<file path="src/rtl/timer_ctrl.sv">
// timer_ctrl: bus-mapped interval timer with idle, periodic and one-shot modes.
// Optional prescaler compiled in with `define TIMER_PRESCALER_EN.
//
//   state   | meaning
//   --------+-----------------------------------------------------------
//   ST_IDLE | counter stopped, COUNT holds, EN reads 0
//   ST_RUN  | counter advances once per tick, terminal events set PEND
//
// Register map (word index): 0 CTRL {IE,ONESHOT,EN}, 1 LOAD, 2 COUNT (RO),
// 3 STATUS {RUN,PEND(W1C)}, 4 PSC (prescaler build only), 5-7 unmapped.
module timer_ctrl #(
  parameter int CNT_W = 32,
  parameter int PSC_W = 16
) (
  input  logic        clk,
  input  logic        rst,
  input  logic        bus_en,
  input  logic        bus_we,
  input  logic [2:0]  bus_addr,
  input  logic [31:0] bus_wdata,
  output logic [31:0] bus_rdata,
  output logic        bus_ready,
  output logic        irq
);

  typedef enum logic {
    ST_IDLE = 1'b0,
    ST_RUN  = 1'b1
  } state_t;

  localparam logic [CNT_W-1:0] CNT_ONE = CNT_W'(1);

  state_t           r_state;
  state_t           w_state_nxt;
  logic             r_ie;
  logic             r_oneshot;
  logic             r_pend;
  logic [CNT_W-1:0] r_load;
  logic [CNT_W-1:0] r_count;
  logic [CNT_W-1:0] w_count_nxt;
  logic             w_terminal;
  logic             w_start;
  logic             w_tick;
  logic             w_run;
  logic             w_wr;
  logic             w_rd;
  logic             w_ctrl_wr;
  logic             w_load_wr;
  logic             w_stat_wr;
  logic [31:0]      w_psc_rd;
  logic [31:0]      w_rdata;
  logic [31:0]      r_rdata;
  logic             r_ready;
  logic             w_unused_bits;

  assign w_wr      = bus_en & bus_we;
  assign w_rd      = bus_en & ~bus_we;
  assign w_ctrl_wr = w_wr & (bus_addr == 3'd0);
  assign w_load_wr = w_wr & (bus_addr == 3'd1);
  assign w_stat_wr = w_wr & (bus_addr == 3'd3);
  assign w_run     = (r_state == ST_RUN);

  // Upper write-data bits beyond each register width are intentionally dropped.
  assign w_unused_bits = ^bus_wdata;

`ifdef TIMER_PRESCALER_EN
  logic             w_psc_wr;
  logic [PSC_W-1:0] r_psc;
  logic [PSC_W-1:0] r_psc_cnt;

  assign w_psc_wr = w_wr & (bus_addr == 3'd4);
  assign w_tick   = (r_psc_cnt == r_psc);
  assign w_psc_rd = 32'(r_psc);

  // Prescaler: counts 0..PSC while running; restarts on start or PSC write.
  always_ff @(posedge clk) begin
    if (rst) begin
      r_psc     <= '0;
      r_psc_cnt <= '0;
    end else begin
      if (w_psc_wr) begin
        r_psc <= bus_wdata[PSC_W-1:0];
      end
      if (w_psc_wr || w_start) begin
        r_psc_cnt <= '0;
      end else if (w_run) begin
        r_psc_cnt <= w_tick ? '0 : r_psc_cnt + PSC_W'(1);
      end
    end
  end
`else
  localparam int psc_w_unused = PSC_W;

  assign w_tick   = 1'b1;
  assign w_psc_rd = 32'd0;
`endif

  // State register.
  always_ff @(posedge clk) begin
    if (rst) begin
      r_state <= ST_IDLE;
    end else begin
      r_state <= w_state_nxt;
    end
  end

  // Next state and counter update; a stop write overrides any tick in the same cycle.
  always_comb begin
    w_state_nxt = r_state;
    w_count_nxt = r_count;
    w_terminal  = 1'b0;
    w_start     = 1'b0;
    if (w_ctrl_wr && !bus_wdata[0]) begin
      w_state_nxt = ST_IDLE;
    end else if (w_ctrl_wr && (r_state == ST_IDLE) && (r_load != '0)) begin
      w_state_nxt = ST_RUN;
      w_count_nxt = '0;
      w_start     = 1'b1;
    end else if ((r_state == ST_RUN) && w_tick) begin
      if (r_load == '0) begin
        // LOAD cleared while running: stop without a terminal event.
        w_state_nxt = ST_IDLE;
      end else if (r_count >= (r_load - CNT_ONE)) begin
        // ">=" rather than "==" so a shrunken LOAD ends the period at once.
        w_terminal  = 1'b1;
        w_count_nxt = '0;
        if (r_oneshot) begin
          w_state_nxt = ST_IDLE;
        end
      end else begin
        w_count_nxt = r_count + CNT_ONE;
      end
    end
  end

  // Control, reload, count and pending registers; terminal set beats W1C clear.
  always_ff @(posedge clk) begin
    if (rst) begin
      r_ie      <= 1'b0;
      r_oneshot <= 1'b0;
      r_pend    <= 1'b0;
      r_load    <= '0;
      r_count   <= '0;
    end else begin
      if (w_ctrl_wr) begin
        r_ie      <= bus_wdata[2];
        r_oneshot <= bus_wdata[1];
      end
      if (w_load_wr) begin
        r_load <= bus_wdata[CNT_W-1:0];
      end
      r_count <= w_count_nxt;
      if (w_terminal) begin
        r_pend <= 1'b1;
      end else if (w_stat_wr && bus_wdata[0]) begin
        r_pend <= 1'b0;
      end
    end
  end

  // Read data mux over pre-edge register state.
  always_comb begin
    w_rdata = 32'd0;
    case (bus_addr)
      3'd0:    w_rdata = {29'd0, r_ie, r_oneshot, w_run};
      3'd1:    w_rdata = 32'(r_load);
      3'd2:    w_rdata = 32'(r_count);
      3'd3:    w_rdata = {30'd0, w_run, r_pend};
      3'd4:    w_rdata = w_psc_rd;
      default: w_rdata = 32'd0;
    endcase
  end

  // Bus response: one-cycle ready for every access, read data held until the next read.
  always_ff @(posedge clk) begin
    if (rst) begin
      r_ready <= 1'b0;
      r_rdata <= 32'd0;
    end else begin
      r_ready <= bus_en;
      if (w_rd) begin
        r_rdata <= w_rdata;
      end
    end
  end

  assign bus_ready = r_ready;
  assign bus_rdata = r_rdata;
  assign irq       = r_pend & r_ie;

endmodule

</file>
<file path="config.mk">
export PLATFORM = sky130hd
export DESIGN_NAME = timer_ctrl
export DESIGN_NICKNAME = d
export VERILOG_FILES = /design/src/rtl/timer_ctrl.sv
export SDC_FILE = /design/constraint.sdc
export NUM_CORES = 1
export LEC_CHECK = 0
export CORE_ASPECT_RATIO = 1.4
export CORE_MARGIN = 5
export CORE_UTILIZATION = 51
export CTS_CLUSTER_SIZE = 30
export DETAILED_ROUTE_END_ITERATION = 12
export PLACE_DENSITY = 0.74
export SYNTH_ARGS = -nofsm -noshare
export SYNTH_HDL_FRONTEND = slang
export SYNTH_SLANG_ARGS = --single-unit
</file>
<file path="constraint.sdc">
create_clock -name clk -period 4.4 [get_ports clk]
set_clock_uncertainty 0.2 [all_clocks]
set_input_delay 0.66 -clock clk [delete_from_list [all_inputs] [get_ports clk]]
set_output_delay 0.66 -clock clk [all_outputs]
set_load 0.005 [all_outputs]
</file>
After elaboration in Yosys (flattened, before gate mapping)
Cells that the tools add are included.
{"block": "word_totals", "wordCells": 53, "ff_bits": 101, "inputBits": 39}
{"block": "classes", "reduce_logical": 12, "add_sub_neg": 2, "n_eq_ne": 4, "bitwise": 9, "n_lt_le_gt_ge": 1, "mux": 17}
{"cell": "two-way mux 32 bit", "n": 4}
{"cell": "one-hot mux 32 bit (4 select lines)", "n": 1}
{"cell": "adder 32 x 1 -> 32 bit (second input constant)", "n": 1}
{"cell": ">= comparator 32 bit", "n": 1}
{"cell": "logical NOT 32 bit", "n": 1}
{"cell": "nonzero test 32 bit", "n": 1}
{"cell": "subtractor 32 x 1 -> 32 bit (second input constant)", "n": 1}
{"cell": "two-way mux 1 bit", "n": 12}
{"cell": "AND 1 bit", "n": 6}
{"cell": "== test 3 x 2 -> 1 bit (second input constant)", "n": 2}
{"cell": "logical AND 1 bit", "n": 4}
{"cell": "nonzero test 2 bit", "n": 2}
{"cell": "== test 3 x 1 -> 1 bit (second input constant)", "n": 1}
{"cell": "logical NOT 3 bit", "n": 1}
{"cell": "NOT 1 bit", "n": 3}
{"cell": "AND reduction 3 bit", "n": 1}
{"cell": "!= test 2 bit (second input constant)", "n": 1}
{"cell": "OR reduction 2 bit", "n": 1}
{"cell": "logical NOT 1 bit", "n": 1}

Depth between registers and ports, before layout
Gate-level depths: netlist of the first run.
{"block": "depth", "word_depth": 8, "depth_mapped": 17, "depth_no_buf": 14}

Worst setup path before layout of the first run
No wires, ideal clock.
{"block": "synth_timing", "path_kind": "register to register", "from": "reg r_load[5]", "to": "reg r_count[10]", "arrival_ns": 3.766, "path_slack_ns": 0.349, "synth_period_minus_slack_ns": 4.051, "stages_incl_launch_ff": 18, "required_ns": 4.114, "path_buffers": 4, "path_cell_list": "dfxtp_1 > clkbuf_1 > or4_1 > clkbuf_1 > nor2_1 > and3_1 > clkbuf_1 > and2_1 > nand2_1 > xor2_1 > ha_1 > a21o_1 > a21oi_1 > nor2b_1 > a2111oi_1 > nand3_1 > clkbuf_1 > a211oi_1"}
{"block": "synth_via", "elab_chain_len": 6, "word_cells_on_any_way": 12, "classes_between": "add/sub (1); order compare (1); eq/ne (1); mux (4); reduce/logical (5)"}
{"element": "start: declaration", "line_no": "38", "rtl": "logic [CNT_W-1:0] r_load;"}
{"element": "start signal: assignment", "line_no": "150", "rtl": "r_load <= bus_wdata[CNT_W-1:0];"}
{"element": "subtractor 32 x 1 -> 32 bit", "line_no": "123", "rtl": "end else if (r_count >= (r_load - CNT_ONE)) begin"}
{"element": ">= comparator 32 bit", "line_no": "123"}
{"element": "two-way mux 32 bit", "line_no": "123"}
{"element": "two-way mux 32 bit", "line_no": "120", "rtl": "if (r_load == '0) begin"}
{"element": "two-way mux 32 bit", "line_no": "119", "rtl": "end else if ((r_state == ST_RUN) && w_tick) begin"}
{"element": "two-way mux 32 bit", "line_no": "115", "rtl": "end else if (w_ctrl_wr && (r_state == ST_IDLE) && (r_load != '0)) begin"}
{"element": "end signal: assignment", "line_no": "152", "rtl": "r_count <= w_count_nxt;"}
{"element": "end: declaration", "line_no": "39", "rtl": "logic [CNT_W-1:0] r_count;"}
Several ways; a longest one is shown, not always the timed one. The select of a mux whose other input is x is not followed.
A chain may end at the register's enable or synchronous reset.

Final worst setup path of the first run
{"block": "layout_timing", "from": "reg r_load[15]", "to": "reg r_count[31]"}
The elaborated chain is that of the path after synthesis.

==> impl_metrics.ini, run 1 <==
[status]
outcome = completed

[setup_path]
critPathKind = register to register
r2r-end = r_count[31]
crit_path_end_kind = register
cp.required_ns = 4.46
crit_start = r_load[15]
rr_worst_depth = 14
worstReg2RegStart = r_load[15]
crit_arrival_ns = 4.21
r2r_slack_ns = 0.25
critPathMaxFanout = 10
crit_path_start_kind = register
endpoint = r_count[31]

[run]
maxCapViolations = 0

[timing]
rsz0062_at_grt = false
min_period_ns = 4.15
finalSetupTns_ns = 0
fin_crit_sh = 0.943
hold_violations = 0
slew-limit-headroom = 0.509
tightest_slew_ns = 0.735
setup_viol = 0
fmax_mhz = 241
drv_slew = 0

[routing]
ant_nets = 0
wirelength_um = 16100
viasPerCell = 6.15
dr.pass1.iters = 5
drc = 0
drt_iter0_drc = 221
wl_per_cell_um = 18.0
vias = 5500

[clock_tree]
cts_max_level = 3
cts_buffer_depth = 2
path_clk_slew_ns = 0.07
cts_tree = done
cts_buffers = 9
clkSinkCount = 101
clk_latency_ns = 0.36
cts_setup_buffers = 0
cts_root_buffer = clkbuf_16
holdBufCountCts = 0

[synthesis]
async_flop_share = 0
syn_inst = 695
ys_warn_count = 0
postSynthAreaPerCell_um2 = 8.30
synth_seq_area_share = 0.351
synth_ff_type = dfxtp_1
ys_types = 56
synth_edf_count = 0
synth_seq_cells = 101
syn_nets = 769
syn_area_mm2 = 0.00577

[cells_and_area]
final_cell_mix = dfxtp_1 (101), nand2_1 (85), clkdlybuf4s50_1 (71), nor2_1 (55), a21oi_1 (54)
post-route-util = 0.621
layout_commonest_cell = dfxtp_1
diodes = 0
area_growth_pct = 20.8
drive_above_1_share = 0.0719
fill_cells = 1003
nets = 820

[hold_path]
min_path_type = register to register
hold_start = bus_rdata[13]

[global_route]
grt_pass1_vias = 5438
antenna_found_initial = 0
grt_usage = 0.239
grt_first_pass_wirelength_um = 26100
overflow = 0
grt_max_degree = 42

[floorplanning]
start_util = 0.514
core-area_mm2 = 0.0112
placementRows = 46
ios = 73
dieArea_mm2 = 0.0136
die_w_um = 99.9
die_h_um = 136

[pwr]
finalPower_mw = 2.15
p_per_area_mw_per_mm2 = 309
power.leakage_nw = 2.69
ir_worst_vdd_v = 0.000211

[placed_design]
port_buffers = 72
gp_congestion = 0.923
hpwl_um = 11900
worst min-delay path by stage:
stage	to	slack, ns	cells after the start
after floorplan	r_state	0.24	1
after global placement	bus_rdata[8]	0.28	2
after detailed placement	bus_rdata[20]	0.29	2
after CTS	bus_rdata[20]	0.30	2
after global routing	bus_rdata[20]	0.31	2
final	bus_rdata[13]	0.30	2
through the flow:
stage | setup WS (ns) | area, µm² | hold WS, ns | instances
2_1_floorplan | 0.349 | 5770 | 0.240 | 695
3_3_place_gp | 0.268 | 6620 | 0.284 | 879
3_5_place_dp | 0.0898 | 6620 | 0.288 | 879
4_1_cts | 0.0720 | 6950 | 0.298 | 895
5_1_grt | 0.0159 | 6970 | 0.311 | 895
6_report | 0.251 | 6970 | 0.296 | 895
metal layers:
metal | vias up | global-route usage | share of wire
met3 | 55 | 0.0329 | 0.035
met2 | 140 | 0.441 | 0.53
li1 | 2649 | - | -
met5 | - | 0 | 0
met1 | 2656 | 0.263 | 0.39
met4 | 0 | 0.124 | 0.042
report_power, final:
| group | internal, mW | switching [mW] |
|---|---|---|
| clock | 0.519 | 0.365 |
| sequential | 0.933 | 0.0142 |
| combinational | 0.146 | 0.174 |
| total | 1.60 | 0.553 |
flip-flops by register name, indices dropped and copies added, names as in the netlist:
name and count:
r_oneshot 1, r_load 32, bus_ready 1, bus_rdata 32
r_count 32, r_ie 1, r_state 1, r_pend 1
cell type report:
class	instances	area, µm²	share of cell area
Inverter	8	30.0	0.00431
Sequential cell	101	2020	0.290
Clock buffer	10	239	0.0343
Timing Repair Buffer	92	878	0.126
Tap cell	144	180	0.0259
Multi-Input combinational cell	534	3520	0.506
Clock inverter	6	93.8	0.0135
synth_stat cells (6+ instances only):
master    instances  share of area
clkbuf_1         41          0.027
or4_1             8          0.010
dfxtp_1         101           0.35
nand4_1          22          0.024
nor3_1           42          0.036
ha_1             35          0.076
a211oi_1         27          0.035
nand3_1          22          0.019
and3_1           15          0.016
xor2_1           37          0.056
nand3b_1          8          0.010
and2_1            8         0.0087
nor4_1            6         0.0065
xnor2_1          16          0.024
inv_1             8         0.0052
nor2_1           55          0.036
a221oi_1         29          0.044
a21oi_1          54          0.047
buf_2             7         0.0061
nand2_1          85          0.055
critical path, cell delays in order, from the launching register on:
cell       delay, ns
dfxtp_1         0.36
or4_1           0.64
or4_1           0.51
nor2_1          0.13
nand2_1         0.10
nor3_1          0.20
xnor2_1         0.16
ha_1            0.28
a21o_1          0.19
nand3_1         0.07
a21oi_1         0.07
a2111oi_2       0.44
nand3_1         0.23
buf_4           0.23
a211oi_1        0.25
logic make-up after synthesis:
group | count (synthesis) | synth area share
simple gates | 300 | 0.266
fa+ha+maj | 35 | 0.0759
compound gates | 138 | 0.165
xor+xnor | 53 | 0.0805
flops | 101 | 0.351
mux | 8 | 0.0184
buf+inv | 60 | 0.0432
what timing repair did:
action,CTS,global route
setup endpoints to repair,0,32
gates resized for setup,0,3
hold endpoints to repair,0,0
(Power assumes the default switching activity.)
==> run 2: changes to the inputs <==
DONT_BUFFER_PORTS = 1   (was default)
PLACE_DENSITY = 0.66   (was 0.74)
clock period = 4.1 ns   (was 4.4 ns; I/O delays follow)
==> run 2 against run 1 <==
  * Core utilization is 5.5 points lower
  * Cell count is 7.0% lower
  * Wire length is 2.2% lower
  * Fmax is 6.9% higher
  * Clock power is 12% higher
  * Die area stayed put
  * Sequential power is 8% higher
  * Highest routed layer unchanged
==> impl_metrics.ini, run 2 (same netlist as run 1, synthesis figures left out) <==
[status]
outcome = completed

[pwr]
power.leakage_nw = 2.48
ir_worst_vdd_v = 0.000158
p_per_area_mw_per_mm2 = 357
finalPower_mw = 2.27

[global_route]
overflow = 0
antenna_found_initial = 0
grt_max_degree = 107
grt_pass1_vias = 5112
grt_first_pass_wirelength_um = 25500
grt_usage = 0.235

[clock_tree]
cts_tree = done
holdBufCountCts = 0
clkSinkCount = 101
cts_buffer_depth = 2
cts_max_level = 3
path_clk_slew_ns = 0.07
cts_buffers = 9
cts_root_buffer = clkbuf_16
cts_setup_buffers = 0
clk_latency_ns = 0.34

[timing]
slew-limit-headroom = 0.379
hold_violations = 0
setup_viol = 0
min_period_ns = 3.88
drv_slew = 0
fin_crit_sh = 0.947
fmax_mhz = 258
tightest_slew_ns = 0.931
finalHoldWorstSlack_ns = 0.136

[routing]
dr.pass1.iters = 4
drc = 0
wirelength_um = 15700
wl_per_cell_um = 18.9
vias = 5172
viasPerCell = 6.22
drt_iter0_drc = 345
ant_nets = 0

[setup_path]
critPathKind = register to register
crit_buf_inv = 1
crit_arrival_ns = 3.92
crit_path_start_kind = register
crit_slowest_cell = or4_4
crit_path_end_kind = register
path_common_cell = nand3_1
critPathMaxFanout = 16
cp_cell_sequence = or4_4 -> or4_1 -> nor2_1 -> nand2_1 -> nor3_1 -> xnor2_1 -> ha_1 -> a21o_1 -> nand3_1 -> a21oi_1 -> a2111oi_4 -> nand3_1 -> buf_4 -> a211oi_1
cpPeakStageDelay_ns = 0.54
cp.required_ns = 4.14
cp_top_family = simple AND/OR/NAND/NOR gates
worstReg2RegStart = r_load[17]
crit_start = r_load[17]

[placed_design]
gp_congestion = 0.930
hpwl_um = 11300
numPlacedInstances = 816
port_buffers = 0

[hold_path]
hold_start = rst
min_path_type = primary input to register

[cells_and_area]
diodes = 0
multiInputGateArea_mm2 = 0.00355
fill_cells = 1044
stdcell_count = 832
post-route-util = 0.566
area_growth_pct = 10.2
final_cell_mix = dfxtp_1 (101), nand2_1 (85), nor2_1 (54), a21oi_1 (54), nor3_1 (41)
layout_commonest_cell = dfxtp_1
drive_above_1_share = 0.0945
nets = 757
seqCellArea_mm2 = 0.00202

[run]
maxCapViolations = 0

[floorplanning]
die_w_um = 99.9
ios = 73
die_h_um = 136
start_util = 0.514
dieArea_mm2 = 0.0136
core-area_mm2 = 0.0112
placementRows = 46
==> run 2: what timing repair did <==
item / in CTS / in global routing
hold endpoints to repair: 0 / 0
endpoints found under the setup margin: 4 / 32
resized for setup: 1 / 8
==> run 2: area by class of cell <==
type | count | area share
Clock buffer | 11 | 0.0382
Tap cell | 144 | 0.0284
Multi-Input combinational cell | 534 | 0.559
Inverter | 8 | 0.00473
Sequential cell | 101 | 0.318
Clock inverter | 5 | 0.0169
Timing Repair Buffer | 29 | 0.0343
==> run 2: worst paths after layout <==
kind,end,slack [ns],cells after the start
worst max-delay path,r_count[15],0.22,14
worst min-delay path,r_load[20],0.14,1
worst max register to register,r_count[15],0.22,14
worst min register to register,bus_rdata[27],0.31,2
==> run 2: power by group <==
part	leakage [nW]	switching, mW	internal [mW]
Combinational	1.49	0.153	0.103
Clock	0.170	0.375	0.616
Sequential	0.819	0.0175	1.00
==> run 2: stage by stage <==
stage	area, µm²	setup WS [ns]	setup TNS [ns]
detailed placement	5960	0.00413	0
global route	6350	-0.000167	-0.000167
finish	6350	0.218	0
global placement	5960	0.0952	0
floorplan	5770	0.0489	0
CTS	6310	0.0439	0
==> run 2: worst register-to-register path, stage by stage (launching register included) <==
cell	delay [ns]
dfxtp_1	0.36
or4_4	0.54
or4_1	0.46
nor2_1	0.12
nand2_1	0.09
nor3_1	0.18
xnor2_1	0.15
ha_1	0.27
a21o_1	0.19
nand3_1	0.08
a21oi_1	0.09
a2111oi_4	0.36
nand3_1	0.14
buf_4	0.23
a211oi_1	0.32
==> run 2: layer usage <==
metal | part of all wire | global-route usage | vias to the layer above
li1 | - | - | 2518
met1 | 0.39 | 0.269 | 2509
met2 | 0.54 | 0.428 | 110
met3 | 0.039 | 0.0349 | 35
met4 | 0.030 | 0.103 | 0
met5 | 0 | 0 | -
